--- config.mk ---
export PLATFORM = sky130hd
export DESIGN_NAME = int_wb_arbiter
export DESIGN_NICKNAME = d
export VERILOG_FILES = /design/src/rtl/diablo_pkg.sv /design/src/rtl/int_scoreboard.sv /design/src/rtl/int_wb_arbiter.sv
export SDC_FILE = /design/constraint.sdc
export NUM_CORES = 1
export LEC_CHECK = 0
export CORE_MARGIN = 3
export CORE_UTILIZATION = 45
export CTS_CLUSTER_DIAMETER = 80
export DETAILED_ROUTE_END_ITERATION = 16
export GPL_TIMING_DRIVEN = 1
export PLACE_DENSITY = 0.92
export SLEW_MARGIN = 25
export SYNTH_ARGS = -nofsm -noshare
export SYNTH_HDL_FRONTEND = slang
export SYNTH_HIERARCHICAL = 1
export SYNTH_SLANG_ARGS = --single-unit
--- constraint.sdc ---
create_clock -name clk -period 6.4 [get_ports clk]
set_clock_uncertainty 0.15 [all_clocks]
set_input_delay 1.28 -clock clk [delete_from_list [all_inputs] [get_ports clk]]
set_output_delay 1.28 -clock clk [all_outputs]
set_load 0.01 [all_outputs]
--- src/rtl/diablo_pkg.sv ---
// Shared integer-pipeline types: register address width, writeback request
// record and the writeback source used by the arbiter's last-grant pointer.
package diablo_pkg;

  localparam int unsigned REG_ADDR_W = 5;
  localparam int unsigned XLEN       = 32;

  typedef struct packed {
    logic                  valid;
    logic [REG_ADDR_W-1:0] rd;
    logic [XLEN-1:0]       data;
  } wb_req_t;

  typedef enum logic {
    WB_ALU = 1'b0,
    WB_LSU = 1'b1
  } wb_src_e;

endpackage

--- src/rtl/int_scoreboard.sv ---
// Busy-bit scoreboard for the integer register file: one bit per register,
// set on issue, cleared on writeback, wiped on flush, with three lookup ports.
module int_scoreboard
  import diablo_pkg::*;
#(
  parameter int unsigned NREG = 32
) (
  input  logic                  clk,
  input  logic                  rst,
  input  logic                  set_en_in,
  input  logic [REG_ADDR_W-1:0] set_addr_in,
  input  logic                  clr_en_in,
  input  logic [REG_ADDR_W-1:0] clr_addr_in,
  input  logic                  flush_in,
  input  logic [REG_ADDR_W-1:0] look_a_in,
  input  logic [REG_ADDR_W-1:0] look_b_in,
  input  logic [REG_ADDR_W-1:0] look_c_in,
  output logic                  hit_a_out,
  output logic                  hit_b_out,
  output logic                  hit_c_out,
  output logic [NREG-1:0]       busy_out
);

  logic [NREG-1:0] busy_q;
  logic [NREG-1:0] busy_d;

  // Order matters: clear, then set (a new producer outranks the retiring
  // one), then flush over everything; x0 never tracks a producer.
  always_comb begin
    busy_d = busy_q;
    if (clr_en_in) busy_d[clr_addr_in] = 1'b0;
    if (set_en_in) busy_d[set_addr_in] = 1'b1;
    if (flush_in)  busy_d = '0;
    busy_d[0] = 1'b0;
  end

  always_ff @(posedge clk or posedge rst) begin
    if (rst) busy_q <= '0;
    else     busy_q <= busy_d;
  end

  assign hit_a_out = (look_a_in != '0) & busy_q[look_a_in];
  assign hit_b_out = (look_b_in != '0) & busy_q[look_b_in];
  assign hit_c_out = (look_c_in != '0) & busy_q[look_c_in];
  assign busy_out  = busy_q;

endmodule

--- src/rtl/int_wb_arbiter.sv ---
// Round-robin ALU/LSU arbiter for the integer regfile write port, with a
// registered write stage and scoreboard-driven RAW/WAW issue stall.
module int_wb_arbiter
  import diablo_pkg::*;
#(
  parameter int unsigned XLEN = 32,
  parameter int unsigned NREG = 32
) (
  input  logic                  clk,
  input  logic                  rst,
  input  logic                  alu_valid_in,
  input  logic [REG_ADDR_W-1:0] alu_rd_in,
  input  logic [XLEN-1:0]       alu_data_in,
  output logic                  alu_ready_out,
  input  logic                  lsu_valid_in,
  input  logic [REG_ADDR_W-1:0] lsu_rd_in,
  input  logic [XLEN-1:0]       lsu_data_in,
  output logic                  lsu_ready_out,
  input  logic                  issue_valid_in,
  input  logic [REG_ADDR_W-1:0] issue_rd_in,
  input  logic [REG_ADDR_W-1:0] rs1_addr_in,
  input  logic [REG_ADDR_W-1:0] rs2_addr_in,
  input  logic                  flush_in,
  output logic                  stall_out,
  output logic [REG_ADDR_W-1:0] waddr_out,
  output logic [XLEN-1:0]       wdata_out,
  output logic                  wen_out,
  output logic [NREG-1:0]       busy_out
);

  wb_req_t alu_req;
  wb_req_t lsu_req;
  wb_req_t win_req;
  wb_src_e last_q, last_d;

  logic                  grant_alu;
  logic                  grant_lsu;
  logic                  accepted;
  logic                  wen_q, wen_d;
  logic [REG_ADDR_W-1:0] waddr_q, waddr_d;
  logic [XLEN-1:0]       wdata_q, wdata_d;

  logic rs1_busy, rs2_busy, rd_busy;
  logic set_en;

  always_comb begin
    alu_req = '{valid: alu_valid_in, rd: alu_rd_in, data: alu_data_in};
    lsu_req = '{valid: lsu_valid_in, rd: lsu_rd_in, data: lsu_data_in};

    // On a tie the source not granted last wins.
    grant_alu = alu_req.valid & (~lsu_req.valid | (last_q == WB_LSU));
    grant_lsu = lsu_req.valid & ~grant_alu;
    accepted  = grant_alu | grant_lsu;
    win_req   = grant_lsu ? lsu_req : alu_req;

    last_d = last_q;
    if (grant_alu)      last_d = WB_ALU;
    else if (grant_lsu) last_d = WB_LSU;

    wen_d   = accepted & (win_req.rd != '0);
    waddr_d = accepted ? win_req.rd   : waddr_q;
    wdata_d = accepted ? win_req.data : wdata_q;
  end

  always_ff @(posedge clk or posedge rst) begin
    if (rst) begin
      last_q  <= WB_LSU;
      wen_q   <= 1'b0;
      waddr_q <= '0;
      wdata_q <= '0;
    end else begin
      last_q  <= last_d;
      wen_q   <= wen_d;
      waddr_q <= waddr_d;
      wdata_q <= wdata_d;
    end
  end

  assign alu_ready_out = grant_alu & ~rst;
  assign lsu_ready_out = grant_lsu & ~rst;
  assign wen_out       = wen_q;
  assign waddr_out     = waddr_q;
  assign wdata_out     = wdata_q;

  assign stall_out = ~rst & (rs1_busy | rs2_busy | (issue_valid_in & rd_busy));
  assign set_en    = issue_valid_in & (issue_rd_in != '0) & ~stall_out;

  int_scoreboard #(
    .NREG (NREG)
  ) u_scoreboard (
    .clk         (clk),
    .rst         (rst),
    .set_en_in   (set_en),
    .set_addr_in (issue_rd_in),
    .clr_en_in   (wen_q),
    .clr_addr_in (waddr_q),
    .flush_in    (flush_in),
    .look_a_in   (rs1_addr_in),
    .look_b_in   (rs2_addr_in),
    .look_c_in   (issue_rd_in),
    .hit_a_out   (rs1_busy),
    .hit_b_out   (rs2_busy),
    .hit_c_out   (rd_busy),
    .busy_out    (busy_out)
  );

endmodule

==> flow_summary_export.csv <==
group,metric,value,unit
final_layout,layout.nets,666,
worst_setup_path,crit_required,4970,ps
sta,hold_viol_final,0,
final_layout,fillers,640,
pwr,seq_power_share,0.428,
clock_network,cts.sinks,70,
global_route,grt.overflow.total,0,
drt,vias,4416,
synth,synth_cells,414,
synth,yosysTopAreaCell,"dfrtp_1",
place,port_buffers,166,
die,initial_core_util,0.4759,
global_route,grt_start_max_net_pins,42,
die,die_h,106.0,um
drt,postRouteWirelength,16840,um
synth,ys_seq_elements,70,
flow_run,cap_violations,0,
run_status,status,"finished clean",
synth,avgSynthCellArea,10.87,sq um
synth,synth_area,0.004502,sq mm
sta,period_needed,5451,ps
clock_network,cts_buffers,9,
clock_network,clk_latency,350,ps
drt,drc,0,
final_layout,antenna_cells,0,
clock_network,cts_max_level,3,
worst_setup_path,critPathKind,"in2out",
final_layout,layout-drive-gt1-share,0.1944,
pwr,p_sw,0.0003687,W
global_route,grt_pass1_vias,4551,
synth,synth-edff-count,0,
clock_network,cts_buffer_depth,2,
global_route,grtUsageTotal,0.2995,
worst_setup_path,crit_path_end_kind,"output port",
sta,final_max_slew_viol_count,0,
die,io_pins,168,
place,gp_congestion,0.9615,
sta,setup-tns-final,0,ps
drt,via_per_inst,6.264,
place,post-dp-hpwl,12220,um
sta,rsz0062_at_grt,"no",
synth,syn_nets,509,
synth,synth-async-reset-ratio,1.000,
pwr,clkPwrFrac,0.280,
die,coreArea,0.009459,sq mm
die,die-area,0.01124,sq mm
clock_network,cts_hold_buf,0,
sta,finalCritPeriodShare,0.8518,
worst_setup_path,cp_data_arrival_time,4020,ps
worst_hold_path,hp-class,"reg2reg",
global_route,grt_pass1_wl,25910,um
sta,max_freq,0.1834,GHz
place,place_ws,988.7,ps
global_route,grt_antenna_before_repair,0,
sta,max_slew_margin,0.3028,
final_layout,seq_area,0.001753,sq mm
die,fp.dieW,106.0,um
synth,ys.warnings.count,6,
drt,postRouteAntennaNets,0,
pwr,power.leakage,2.580,nW
clock_network,post_cts_buffers,0,
sta,fin_ws,948.6,ps
drt,firstDrtPassIters,5,
pwr,ir_drop,0.0002273,V
drt,wire_per_inst,23.88,um
pwr,p_comb_frac,0.292,
clock_network,root_buffer,"clkbuf_8",
sta,finalSetupViolCount,0,
pwr,powerDensity,189.0,mW/mm^2
synth,synth_ff_type,"dfrtp_1",
synth,yosysUniqueCellTypes,50,
synth,synth_top_area_frac,0.3835,
clock_network,ctsResizeCount,0,
sta,worst_pin_slew,1043,ps
worst_setup_path,path_max_fanout,16,
final_layout,multi_input_area,0.002531,sq mm
pwr,swShare,0.3075,
drt,drtIter0Drc,623,
synth,yosys-top-cells-area,"dfrtp_1, mux2_2, mux2_4",
clock_network,path_clk_slew,80,ps
worst_setup_path,start_kind,"primary input",
clock_network,tritoncts,"built",
pwr,internal_power,0.0008306,W
synth,ys_seq_area_frac,0.3894,
die,rows,35,
final_layout,syn_to_final_growth,40.97,%
==> per-layer routing <==
layer | vias up | track usage | share of wire
li1 | 1858 | - | -
met1 | 2077 | 0.3640 | 0.36
met2 | 411 | 0.4891 | 0.46
met3 | 70 | 0.1093 | 0.13
met4 | 0 | 0.1101 | 0.040
met5 | - | 0 | 0
==> synthesized netlist by cell type (7+ instances only) <==
cell / number
a21oi_1: 31
clkbuf_1: 8
dfrtp_1: 69
inv_1: 8
mux2_2: 47
mux2_4: 27
mux2i_1: 16
mux4_2: 7
nand2_1: 39
nand3_1: 9
nor2_1: 22
o21ai_0: 32
==> final timing paths <==
check | startpoint | endpoint | slack, ps | cells past startpoint
max | issue_rd_in[0] | stall_out | 950 | 8
min | last_q$_DFFE_PP1P_ | last_q$_DFFE_PP1P_ | 430 | 1
max reg2reg | u_scoreboard/busy_out[24]$_DFF_PP0_ | u_scoreboard/busy_out[12]$_DFF_PP0_ | 2730 | 10
min reg2reg | last_q$_DFFE_PP1P_ | last_q$_DFFE_PP1P_ | 430 | 1
max in group asynchronous | rst | u_scoreboard/busy_out[28]$_DFF_PP0_ | 4280 | 2
min in group asynchronous | rst | u_scoreboard/busy_out[13]$_DFF_PP0_ | 1390 | 2
==> sequential cells by signal, indices dropped and copies added (netlist names) <==
signal and flops:
last_q 1, wen_out 1, wdata_out 32, u_scoreboard/busy_out 31
waddr_out 5
==> cells by family (layout without fill, tap and decap cells) <==
| group | after synthesis | in the layout | share of synthesized area |
|---|---|---|---|
| buf+inv | 33 | 195 | 0.04836 |
| simple gates | 107 | 107 | 0.1195 |
| mux | 105 | 105 | 0.3049 |
| other cells | 1 | 1 | 0.0008330 |
| flops | 70 | 70 | 0.3894 |
| compound gates | 98 | 98 | 0.1370 |
==> area by class of cell <==
class	instances	area share
flip-flops and latches	70	0.2762
multi-input cells	311	0.3989
clock buffers	10	0.02169
inverters	9	0.005323
well taps	129	0.02543
clock inverters	6	0.007492
repair buffers	170	0.2650
==> metrics by stage <==
step           utilization  hold WS (ps)  cells  power (W)  instance area, sq um
6_report            0.6709         427.0    705   0.001199                  6346
3_5_place_dp        0.6519         406.0    689  0.0008632                  6166
5_1_grt             0.6709         436.5    705   0.001242                  6346
4_1_cts             0.6714         424.0    705   0.001198                  6351
2_1_floorplan            -         386.4    414  0.0006876                  4502
3_3_place_gp        0.6519         393.3    689  0.0008476                  6166
==> power groups by stage <==
stage	logic, W	clock network, W	registers [W]
2_1_floorplan	0.000162	0	0.000526
3_3_place_gp	0.000331	0	0.000516
3_5_place_dp	0.000345	0	0.000519
4_1_cts	0.000349	0.000337	0.000512
5_1_grt	0.000369	0.000358	0.000516
6_report	0.000350	0.000336	0.000513
==> worst max-delay path, stage by stage <==
cell,delay (ps)
clkdlybuf4s50_1,930
mux4_2,600
a22oi_1,170
o41a_1,170
nand3_1,90
a211oi_1,200
nor2_1,80
clkdlybuf4s50_1,490
==> placed cells by master (no fill, tap or decap), drive strengths merged, types with 2 or more instances in the layout <==
| master | n |
|---|---|
| a31oi | 2 |
| o311ai | 4 |
| and3 | 3 |
| a311oi | 2 |
| a32oi | 2 |
| dfrtp | 69 |
| and3b | 3 |
| o21ai | 33 |
| buf | 6 |
| nand3b | 5 |
| o41ai | 2 |
| nand2 | 39 |
| a221o | 2 |
| nand2b | 4 |
| nor3b | 5 |
| mux2i | 16 |
| a221oi | 5 |
| mux2 | 80 |
| clkinv | 2 |
| nand3 | 9 |
| nor2 | 22 |
| inv | 9 |
| or4 | 3 |
| clkdlybuf4s50 | 164 |
| o22ai | 8 |
| nor2b | 6 |
| or3b | 2 |
| a21oi | 31 |
| clkinvlp | 4 |
| mux4 | 9 |
| and2b | 2 |
| a22oi | 3 |
| clkbuf | 10 |
No activity file was read; power rests on OpenSTA's default activity.
